**config.mk**
```make
export PLATFORM = sky130hd
export DESIGN_NAME = tt_change_dispenser
export DESIGN_NICKNAME = d
export VERILOG_FILES = /design/src/rtl/tt_vend_pkg.sv /design/src/rtl/tt_pulse_timer.sv /design/src/rtl/tt_change_dispenser.sv
export SDC_FILE = /design/constraint.sdc
export NUM_CORES = 1
export LEC_CHECK = 0
export BUFFER_PORTS_ARGS = -buffer_cell sky130_fd_sc_hd__buf_2
export CAP_MARGIN = 20
export CORE_ASPECT_RATIO = 0.75
export CORE_MARGIN = 5
export CORE_UTILIZATION = 30
export CTS_CLUSTER_DIAMETER = 50
export DETAILED_ROUTE_END_ITERATION = 8
export PLACE_DENSITY = 0.53
export SLEW_MARGIN = 20
export SYNTH_ARGS = -nofsm -noshare
export SYNTH_HDL_FRONTEND = slang
export SYNTH_SLANG_ARGS = --single-unit
```
**constraint.sdc**
```tcl
create_clock -name clock -period 3.4 [get_ports clock]
set_clock_uncertainty 0.05 [all_clocks]
set_input_delay 0.17 -clock clock [delete_from_list [all_inputs] [get_ports clock]]
set_output_delay 0.17 -clock clock [all_outputs]
set_load 0.1 [all_outputs]
```
**src/rtl/tt_vend_pkg.sv**
```systemverilog
// Shared vending definitions: dispenser state encoding, change codes in quarter units,
// and the value of one quarter in cents.
package tt_vend_pkg;

    typedef enum logic [2:0] {
        ST_IDLE,
        ST_ITEM,
        ST_GAP,
        ST_EJECT,
        ST_WAIT_ACK,
        ST_FAULT
    } state_t;

    // Change owed, counted in quarters; the owed register reuses this encoding.
    localparam logic [1:0] CH_0  = 2'b00;
    localparam logic [1:0] CH_25 = 2'b01;
    localparam logic [1:0] CH_50 = 2'b10;
    localparam logic [1:0] CH_75 = 2'b11;

    localparam int QUARTER_CENTS = 25;

endpackage

```
**src/rtl/tt_pulse_timer.sv**
```systemverilog
// Down-counter for state durations: load N-1 on entry, done is high on the state's last cycle.
module tt_pulse_timer #(
    parameter int W = 8
) (
    input  logic         clock,
    input  logic         rst,
    input  logic         load,
    input  logic [W-1:0] load_val,
    output logic         done
);

    logic [W-1:0] count_reg;

    always_ff @(posedge clock) begin
        if (rst) begin
            count_reg <= '0;
        end else if (load) begin
            count_reg <= load_val;
        end else if (count_reg != '0) begin
            count_reg <= count_reg - W'(1);
        end
    end

    assign done = (count_reg == '0);

endmodule

```
**src/rtl/tt_change_dispenser.sv**
```systemverilog
// Item release and quarter payout sequencer with coin-sensor handshake, jam detection
// and a saturating quarter inventory.
module tt_change_dispenser
    import tt_vend_pkg::*;
#(
    parameter int INV_W       = 6,
    parameter int INV_INIT    = 20,
    parameter int ITEM_CYC    = 4,
    parameter int PULSE_CYC   = 3,
    parameter int GAP_CYC     = 2,
    parameter int ACK_TIMEOUT = 16
) (
    input  logic             clock,
    input  logic             rst,
    input  logic             dispense,
    input  logic [1:0]       change,
    input  logic             coin_sensed,
    input  logic             refill,
    input  logic [INV_W-1:0] refill_count,
    output logic             item_release,
    output logic             eject_quarter,
    output logic             busy,
    output logic             fault,
    output logic             short_change,
    output logic             req_dropped,
    output logic [INV_W-1:0] coins_left
);

    localparam int TMR_W = 8;
    localparam int SUM_W = INV_W + 2;
    localparam logic [SUM_W-1:0] INV_MAX = SUM_W'((1 << INV_W) - 1);

    state_t           state_reg;
    state_t           state_next;
    logic [1:0]       owed_reg;
    logic             ack_early_reg;
    logic             tmr_load;
    logic [TMR_W-1:0] tmr_val;
    logic             tmr_done;
    logic             take_coin;
    logic             short_now;
    logic [1:0]       owed_accept;
    logic [SUM_W-1:0] inv_sum;
    logic [INV_W-1:0] coins_next;

    tt_pulse_timer #(.W(TMR_W)) u_timer (
        .clock    (clock),
        .rst      (rst),
        .load     (tmr_load),
        .load_val (tmr_val),
        .done     (tmr_done)
    );

    // Owed is clamped to what the chute actually holds at accept time.
    assign short_now   = (INV_W'(change) > coins_left);
    assign owed_accept = short_now ? coins_left[1:0] : change;

    always_comb begin
        inv_sum = SUM_W'(coins_left) + (refill ? SUM_W'(refill_count) : '0);
        if (take_coin && inv_sum != '0) begin
            inv_sum = inv_sum - SUM_W'(1);
        end
        coins_next = (inv_sum > INV_MAX) ? INV_MAX[INV_W-1:0] : inv_sum[INV_W-1:0];
    end

    always_comb begin
        state_next = state_reg;
        tmr_load   = 1'b0;
        tmr_val    = '0;
        take_coin  = 1'b0;
        case (state_reg)
            ST_IDLE: begin
                if (dispense) begin
                    state_next = ST_ITEM;
                    tmr_load   = 1'b1;
                    tmr_val    = TMR_W'(ITEM_CYC - 1);
                end
            end
            ST_ITEM: begin
                if (tmr_done) begin
                    state_next = ST_GAP;
                    tmr_load   = 1'b1;
                    tmr_val    = TMR_W'(GAP_CYC - 1);
                end
            end
            ST_GAP: begin
                if (tmr_done) begin
                    if (owed_reg == CH_0) begin
                        state_next = ST_IDLE;
                    end else begin
                        state_next = ST_EJECT;
                        tmr_load   = 1'b1;
                        tmr_val    = TMR_W'(PULSE_CYC - 1);
                    end
                end
            end
            ST_EJECT: begin
                // A coin that drops while the ejector is still driven counts once.
                take_coin = coin_sensed && !ack_early_reg;
                if (tmr_done) begin
                    tmr_load = 1'b1;
                    if (ack_early_reg || take_coin) begin
                        state_next = ST_GAP;
                        tmr_val    = TMR_W'(GAP_CYC - 1);
                    end else begin
                        state_next = ST_WAIT_ACK;
                        tmr_val    = TMR_W'(ACK_TIMEOUT - 1);
                    end
                end
            end
            ST_WAIT_ACK: begin
                if (coin_sensed) begin
                    take_coin  = 1'b1;
                    state_next = ST_GAP;
                    tmr_load   = 1'b1;
                    tmr_val    = TMR_W'(GAP_CYC - 1);
                end else if (tmr_done) begin
                    state_next = ST_FAULT;
                end
            end
            ST_FAULT: begin
                state_next = ST_FAULT;
            end
            default: begin
                state_next = ST_IDLE;
            end
        endcase
    end

    always_ff @(posedge clock) begin
        if (rst) begin
            state_reg     <= ST_IDLE;
            owed_reg      <= '0;
            ack_early_reg <= 1'b0;
            coins_left    <= INV_W'(INV_INIT);
            item_release  <= 1'b0;
            eject_quarter <= 1'b0;
            busy          <= 1'b0;
            fault         <= 1'b0;
            short_change  <= 1'b0;
            req_dropped   <= 1'b0;
        end else begin
            state_reg     <= state_next;
            item_release  <= (state_next == ST_ITEM);
            eject_quarter <= (state_next == ST_EJECT);
            busy          <= (state_next inside {ST_ITEM, ST_GAP, ST_EJECT, ST_WAIT_ACK});
            fault         <= (state_next == ST_FAULT);
            short_change  <= (state_reg == ST_IDLE) && dispense && short_now;
            req_dropped   <= (state_reg != ST_IDLE) && dispense;
            if (state_reg == ST_IDLE && dispense) begin
                owed_reg <= owed_accept;
            end else if (take_coin) begin
                owed_reg <= owed_reg - 2'd1;
            end
            ack_early_reg <= (state_next == ST_EJECT) && (ack_early_reg || take_coin);
            coins_left    <= coins_next;
        end
    end

endmodule
```
==> impl_table.tex, run 1 <==
\begin{tabular}{lr}
\hline
Metric & Value \\
\hline
\multicolumn{2}{l}{\textbf{Status}} \\
\quad Status & finished, final reports clean \\
\multicolumn{2}{l}{\textbf{Placement}} \\
\quad Number of input and output port buffers inserted & 24 \\
\quad Final Wtd Congestion & 0.763 \\
\quad Detailed Place HPWL & 3090 µm \\
\quad Number of cells in the design after placement & 313 \\
\multicolumn{2}{l}{\textbf{Routing}} \\
\quad Initial DRT Pass Iterations & 4 \\
\quad Uppermost metal layer occupied by signal nets & met4 \\
\quad Sum of met3 wire segment lengths after detailed routing & 232 µm \\
\quad DRC marker count from the first detailed-route iteration & 77 \\
\quad Wirelength, routed & 4000 µm \\
\quad Vias per std cell & 4.91 \\
\quad Routed length per placed instance & 12.6 µm \\
\quad Length of routed wiring on met1 & 2270 µm \\
\quad Final ANT Viol Nets & 0 \\
\quad Overall via count from detail\_route & 1555 \\
\quad Final routed DRC violation total & 0 \\
\quad Routed wire length on met2 & 1480 µm \\
\multicolumn{2}{l}{\textbf{Clock network}} \\
\quad Count of buffers added by post-CTS timing repair for setup & 0 \\
\quad TritonCTS sink count & 26 \\
\quad Clock network latency to the later pin of the worst-skew pair & 0.27 ns \\
\quad CTS tree & built \\
\quad Number of buffers on the longest clock path & 2 \\
\quad Clock input transition at the sequential cells of the worst setup and hold paths & 0.08 ns \\
\quad Total of cells resized after clock tree synthesis & 0 \\
\quad Total CTS buffers & 3 \\
\quad Hold buffer count at cts & 0 \\
\quad CTS H-Tree Depth & 1 \\
\quad CTS root buffer & clkbuf\_8 \\
\multicolumn{2}{l}{\textbf{Timing}} \\
\quad Number of max-slew violations in the final report & 0 \\
\quad Actual transition at the worst max-transition pin & 0.500 ns \\
\quad Max Clock Freq & 354 MHz \\
\quad Total count of hold-check failures in the final report & 0 \\
\quad RSZ-0062 raised after global routing & no \\
\quad Final worst path period share & 0.830 \\
\quad Minimum clock period & 2.82 ns \\
\quad Post-Route Setup TNS & 0 ns \\
\quad Setup Viol. Count Final & 0 \\
\quad Relative max-transition margin & 0.666 \\
\multicolumn{2}{l}{\textbf{Cells and area}} \\
\quad Multi-input combinational cell area & 0.00116 mm² \\
\quad Flip-flop count of the largest register after layout & 8 \\
\quad Fillers & 613 \\
\quad Ratio of cells with drive above 1 in the final layout & 0.151 \\
\quad Final Instance Count excl. Fillers & 317 \\
\quad Core occupancy in the finished layout & 0.347 \\
\quad Antenna diodes & 0 \\
\quad Storage cell area & 520 µm² \\
\quad Area growth from synthesis to layout & 13.6\% \\
\quad Count of nets after finishing & 266 \\
\multicolumn{2}{l}{\textbf{Power}} \\
\quad Total leakage power & 0.844 nW \\
\quad Cell area power density & 987 mW/mm² \\
\quad Peak VDD IR & 0.000658 V \\
\multicolumn{2}{l}{\textbf{Worst setup path}} \\
\quad Arrival time of data at the critical path endpoint & 2.96 ns \\
\quad WP data required & 3.54 ns \\
\quad CP max stage cell & fa\_1 \\
\quad Critical-path cell list & ha\_1 > fa\_1 > inv\_1 > ha\_1 > nor3b\_1 > o221ai\_1 > o21ai\_0 > mux2\_2 > o21ai\_0 \\
\quad Setup Crit Path Kind & reg2reg \\
\quad Worst Setup Start Kind & flop \\
\quad Endpoint kind of the worst setup timing path & flop \\
\quad Crit Path Max Fanout & 5 \\
\quad Delay of the slowest critical-path stage & 0.46 ns \\
\multicolumn{2}{l}{\textbf{Floorplanning}} \\
\quad Number of standard-cell rows in the floorplan & 24 \\
\quad Full die area & 0.00749 mm² \\
\quad Count of pins on the block boundary & 25 \\
\quad Initial Util & 0.306 \\
\quad Horiz. Die Dim & 98.3 µm \\
\quad Placeable core region & 0.00574 mm² \\
\quad Die boundary height & 76.2 µm \\
\multicolumn{2}{l}{\textbf{Yosys}} \\
\quad Cell area after synthesis & 0.00175 mm² \\
\quad Synthesized instance count & 219 \\
\quad Async set or reset register ratio after synthesis & 0 \\
\quad Flop and latch count out of synthesis & 26 \\
\quad Mapped Avg Cell Area & 8.01 µm² \\
\quad Post-synth net total & 245 \\
\quad Number of synthesized flops with an enable pin & 0 \\
\quad Cell taking the most area after synthesis & dfxtp\_1 \\
\quad Cell types with the largest area share after synthesis & dfxtp\_1 30\%, ha\_1 8.6\%, nor2\_1 6.0\% \\
\quad Top FF cell, synth & dfxtp\_1 \\
\quad Distinct cell type count of the synthesized netlist & 47 \\
\quad Fraction of synthesized cell area taken by the top area cell type & 0.297 \\
\quad Sequential fraction of the synthesis area & 0.297 \\
\quad Synthesis Warnings & 0 \\
\multicolumn{2}{l}{\textbf{Global routing}} \\
\quad Total routing resource utilization after global routing & 0.107 \\
\quad Remaining Overflow, GRT & 0 \\
\quad Via count of the first global-routing pass & 1418 \\
\quad Number of antenna violations at the first check in global routing & 0 \\
\quad Global-route wire length before repair & 6830 µm \\
\quad Pin count of the biggest net entering global routing & 20 \\
\multicolumn{2}{l}{\textbf{Flow run}} \\
\quad Max cap viols & 0 \\
\multicolumn{2}{l}{\textbf{Worst hold path}} \\
\quad Class of the tightest hold or removal check & in2reg \\
\hline
\end{tabular}
## per-stage QoR
stage / instance area (µm²) / total power, mW / setup WS, ns / hold slack, ns
floorplan: 1750 / 1.55 / 0.178 / 0.287
global route: 1990 / 2.13 / 0.379 / 0.149
finish: 1990 / 1.97 / 0.577 / 0.147
global placement: 1940 / 1.77 / 0.674 / 0.434
detailed placement: 1940 / 1.76 / 0.544 / 0.426
CTS: 1990 / 1.97 / 0.560 / 0.141
## worst max-delay path: cells and delay by family, from the launching register on
kind	cells	cell delay, ns
buffers and inverters	1	0.11
muxes	1	0.38
and+or+nand+nor	1	0.18
adders and majority gates	3	0.86
DFF	1	0.40
AOI/OAI and AO/OA	3	0.76
## synthesized netlist by cell type (all sizes together) (2+ instances only)
cell,instances
nor2,28
dfxtp,26
nand2,19
a21oi,13
ha,12
inv,10
o21ai,10
nor3,8
and2,7
xnor2,6
mux2i,5
nor3b,5
a211oi,4
buf,4
clkbuf,4
nand2b,4
nand3,4
nor2b,4
o21a,4
nor4,3
or3,3
xor2,3
a211o,2
a21o,2
a221oi,2
and3,2
mux2,2
nand3b,2
o2111ai,2
o211ai,2
o21bai,2
o221ai,2
## layer usage
metal  global-route usage  up-vias
li1                     -      829
met1                0.167      692
met2                0.144       32
met3               0.0339        2
met4               0.0150        0
met5                    0        -
## area by class of cell
class                           count  area share
Tap cell                           78      0.0490
Inverter                           10      0.0188
Clock buffer                        4      0.0276
Timing Repair Buffer               24      0.0603
Sequential cell                    26       0.261
Multi-Input combinational cell    175       0.583
## cell families (layout without fill, tap and decap cells)
family          count (synthesis)  in the layout  synth area share
mux                             7              7            0.0414
flops                          26             26             0.297
fa+ha+maj                      13             13            0.0970
xor+xnor                        9              9            0.0449
compound gates                 53             53             0.205
simple gates                   93             93             0.274
buf+inv                        18             38            0.0414
## final timing paths
kind	start	end	slack, ns	cells after the start
setup / recovery	coins_left[0]	coins_left[1]	0.58	9
hold / removal	dispense	req_dropped	0.15	2
setup reg to reg	coins_left[0]	coins_left[1]	0.58	9
hold reg to reg	u_timer.count_reg[7]	u_timer.count_reg[7]	0.49	2
## power by group
part / switching [mW] / leakage [nW] / internal, mW / total, mW
clock network: 0.0971 / 0.0288 / 0.104 / 0.201
logic: 0.848 / 0.602 / 0.412 / 1.26
registers: 0.103 / 0.214 / 0.401 / 0.504
## placed cells by master, fill, tap and decap left out, types with 3 or more instances in the layout
cell type   n
buf_2      24
nand2b_1    4
nor3_1      6
nor2_1     28
clkbuf_8    4
dfxtp_1    26
and2_1      7
nor2b_1     4
o21a_1      4
nand2_1    19
xor2_1      3
or3_1       3
inv_1      10
xnor2_1     6
a21oi_1    13
a211oi_1    4
ha_1       12
nor3b_1     5
o21ai_0    10
mux2i_1     5
nand3_1     4
nor4_1      3
Note: power is estimated with default switching activity, not from simulation.
==> run 2: changes to the inputs <==
Settings changed: PLACE_DENSITY 0.53 to 0.55.
Clock period 3.4 ns to 2.3 ns, I/O delays scaled along.
==> impl_table.tex, run 2 (synthesized netlist as in run 1, its figures left out) <==
\begin{tabular}{lr}
\hline
Metric & Value \\
\hline
\multicolumn{2}{l}{\textbf{Worst setup path}} \\
\quad Number of cells on the worst reg-to-reg path & 9 \\
\quad Crit Path Max Fanout & 4 \\
\quad Setup Crit Path Kind & reg2reg \\
\quad Endpoint kind of the worst setup timing path & flop \\
\quad Arrival time of data at the critical path endpoint & 2.45 ns \\
\quad Worst Setup Start Kind & flop \\
\quad Reg-to-reg setup timing slack & 0.005 ns \\
\quad WP data required & 2.45 ns \\
\multicolumn{2}{l}{\textbf{Clock network}} \\
\quad Clock network latency to the later pin of the worst-skew pair & 0.27 ns \\
\quad Total CTS buffers & 3 \\
\quad CTS root buffer & clkbuf\_8 \\
\quad TritonCTS sink count & 26 \\
\quad Clock input transition at the sequential cells of the worst setup and hold paths & 0.09 ns \\
\quad CTS H-Tree Depth & 1 \\
\quad Number of buffers on the longest clock path & 2 \\
\quad CTS tree & built \\
\multicolumn{2}{l}{\textbf{Placement}} \\
\quad Setup Slack @ Placement & -0.136 ns \\
\quad Detailed Place HPWL & 3170 µm \\
\quad Final Wtd Congestion & 0.878 \\
\quad Post-place instance area & 0.00211 mm² \\
\quad Number of input and output port buffers inserted & 24 \\
\quad Number of cells in the design after placement & 329 \\
\multicolumn{2}{l}{\textbf{Worst hold path}} \\
\quad Min-Delay Path Depth & 2 \\
\quad Class of the tightest hold or removal check & in2reg \\
\multicolumn{2}{l}{\textbf{Cells and area}} \\
\quad Final Instance Count excl. Fillers & 337 \\
\quad Leading cell types in the layout, fill and taps excluded & 27 x nor2\_1, 24 x buf\_2, 20 x dfxtp\_1, 20 x buf\_4, 19 x nand2\_1 \\
\quad Antenna diodes & 0 \\
\quad Count of nets after finishing & 286 \\
\quad Ratio of cells with drive above 1 in the final layout & 0.301 \\
\quad Cell area after layout & 0.00226 mm² \\
\quad Most common library cell in the layout ignoring fill and taps & nor2\_1 \\
\quad Area growth from synthesis to layout & 29.0\% \\
\quad Flip-flop count of the largest register after layout & 8 \\
\multicolumn{2}{l}{\textbf{Power}} \\
\quad Proportion of power drawn by flip-flops and latches & 0.226 \\
\quad Cell area power density & 1430 mW/mm² \\
\quad Clock share of power & 0.081 \\
\quad Switching Fraction & 0.511 \\
\quad Internal power consumption & 1.59 mW \\
\quad Peak VDD IR & 0.000510 V \\
\quad Share of total power in combinational logic & 0.693 \\
\quad Total leakage power & 0.961 nW \\
\quad Post-layout total power & 3.25 mW \\
\quad Switching Power & 1.66 mW \\
\multicolumn{2}{l}{\textbf{Routing}} \\
\quad Overall via count from detail\_route & 1637 \\
\quad Wirelength, routed & 4130 µm \\
\quad DRC marker count from the first detailed-route iteration & 61 \\
\quad Initial DRT Pass Iterations & 4 \\
\quad Final ANT Viol Nets & 0 \\
\quad Routed length per placed instance & 12.3 µm \\
\quad Final routed DRC violation total & 0 \\
\quad Vias per std cell & 4.86 \\
\multicolumn{2}{l}{\textbf{Floorplanning}} \\
\quad Full die area & 0.00749 mm² \\
\quad Horiz. Die Dim & 98.3 µm \\
\quad Die boundary height & 76.2 µm \\
\quad Number of standard-cell rows in the floorplan & 24 \\
\quad Count of pins on the block boundary & 25 \\
\quad Placeable core region & 0.00574 mm² \\
\quad Initial Util & 0.306 \\
\multicolumn{2}{l}{\textbf{Timing}} \\
\quad Final worst path period share & 0.998 \\
\quad Setup Viol. Count Final & 0 \\
\quad Minimum clock period & 2.30 ns \\
\quad Number of max-slew violations in the final report & 0 \\
\quad Min Hold Slack & 0.0815 ns \\
\quad Actual transition at the worst max-transition pin & 0.486 ns \\
\quad RSZ-0062 raised after global routing & yes \\
\quad Total count of hold-check failures in the final report & 0 \\
\quad Final worst-path setup slack & 0.00464 ns \\
\quad Relative max-transition margin & 0.678 \\
\quad Max Clock Freq & 436 MHz \\
\multicolumn{2}{l}{\textbf{Global routing}} \\
\quad Via count of the first global-routing pass & 1515 \\
\quad Total routing resource utilization after global routing & 0.112 \\
\quad Number of antenna violations at the first check in global routing & 0 \\
\quad Global-route wire length before repair & 7130 µm \\
\quad Pin count of the biggest net entering global routing & 20 \\
\quad Remaining Overflow, GRT & 0 \\
\multicolumn{2}{l}{\textbf{Flow run}} \\
\quad Max cap viols & 0 \\
\multicolumn{2}{l}{\textbf{Status}} \\
\quad Status & finished, final reports clean \\
\hline
\end{tabular}
run 2: cell count changes in the layout (fill, tap and decap cells not counted), moves of 3 or more:
cell     change
buf_4       +20
dfxtp_1      -6
o21ai_0      -6
o21ai_1      +4
dfxtp_2      +3
dfxtp_4      +3
ha_1         -3
run 2: final cells by class:
class | count | area, µm²
inverter | 10 | 37.5
clock buffer | 4 | 45.0
sequential | 26 | 536
timing repair buffer | 44 | 270
tap | 78 | 97.6
multi-input combinational | 175 | 1280
fill | 587 | 3470
run 2: power by group through the flow:
stage	Clock, mW	Combinational [mW]	Sequential [mW]
finish	0.263	2.25	0.735
floorplan	0	1.16	1.20
global route	0.299	2.47	0.760
global placement	0	2.10	0.743
CTS	0.277	2.16	0.735
detailed placement	0	2.09	0.742
run 2: stage by stage:
step / TNS, ns / utilization
6_report: 0 / 0.394
5_1_grt: -0.523 / 0.394
4_1_cts: -0.0176 / 0.384
3_5_place_dp: -0.460 / 0.368
3_3_place_gp: -0.391 / 0.368
2_1_floorplan: -0.136 / -
run 2: worst paths after layout:
path                                to            startpoint
setup / recovery         coins_left[1]         coins_left[0]
hold / removal             req_dropped              dispense
setup reg to reg         coins_left[1]         coins_left[0]
hold reg to reg   u_timer.count_reg[7]  u_timer.count_reg[7]
run 2: worst max-delay path: stages, from the launching register on:
cell and delay (ns):
dfxtp_4 0.36, ha_4 0.16, fa_2 0.46, inv_2 0.10, ha_4 0.13, nor3b_2 0.16, o221ai_2 0.17, o21ai_2 0.21
mux2_4 0.32, o21ai_2 0.10
run 2: repair_timing:
action | 4_1_cts | 5_1_grt
endpoints found under the setup margin | 4 | 12
pin swaps | 2 | 11
setup buffers | 2 | 2
hold buffers | 0 | 0
gates resized for setup | 6 | 12
run 2: metal layers:
layer | global-route usage | up-vias | share of wire
met5 | 0 | - | 0
met1 | 0.167 | 727 | 0.53
met3 | 0.0311 | 6 | 0.057
met2 | 0.160 | 39 | 0.40
li1 | - | 865 | -
met4 | 0.0232 | 0 | 0.010
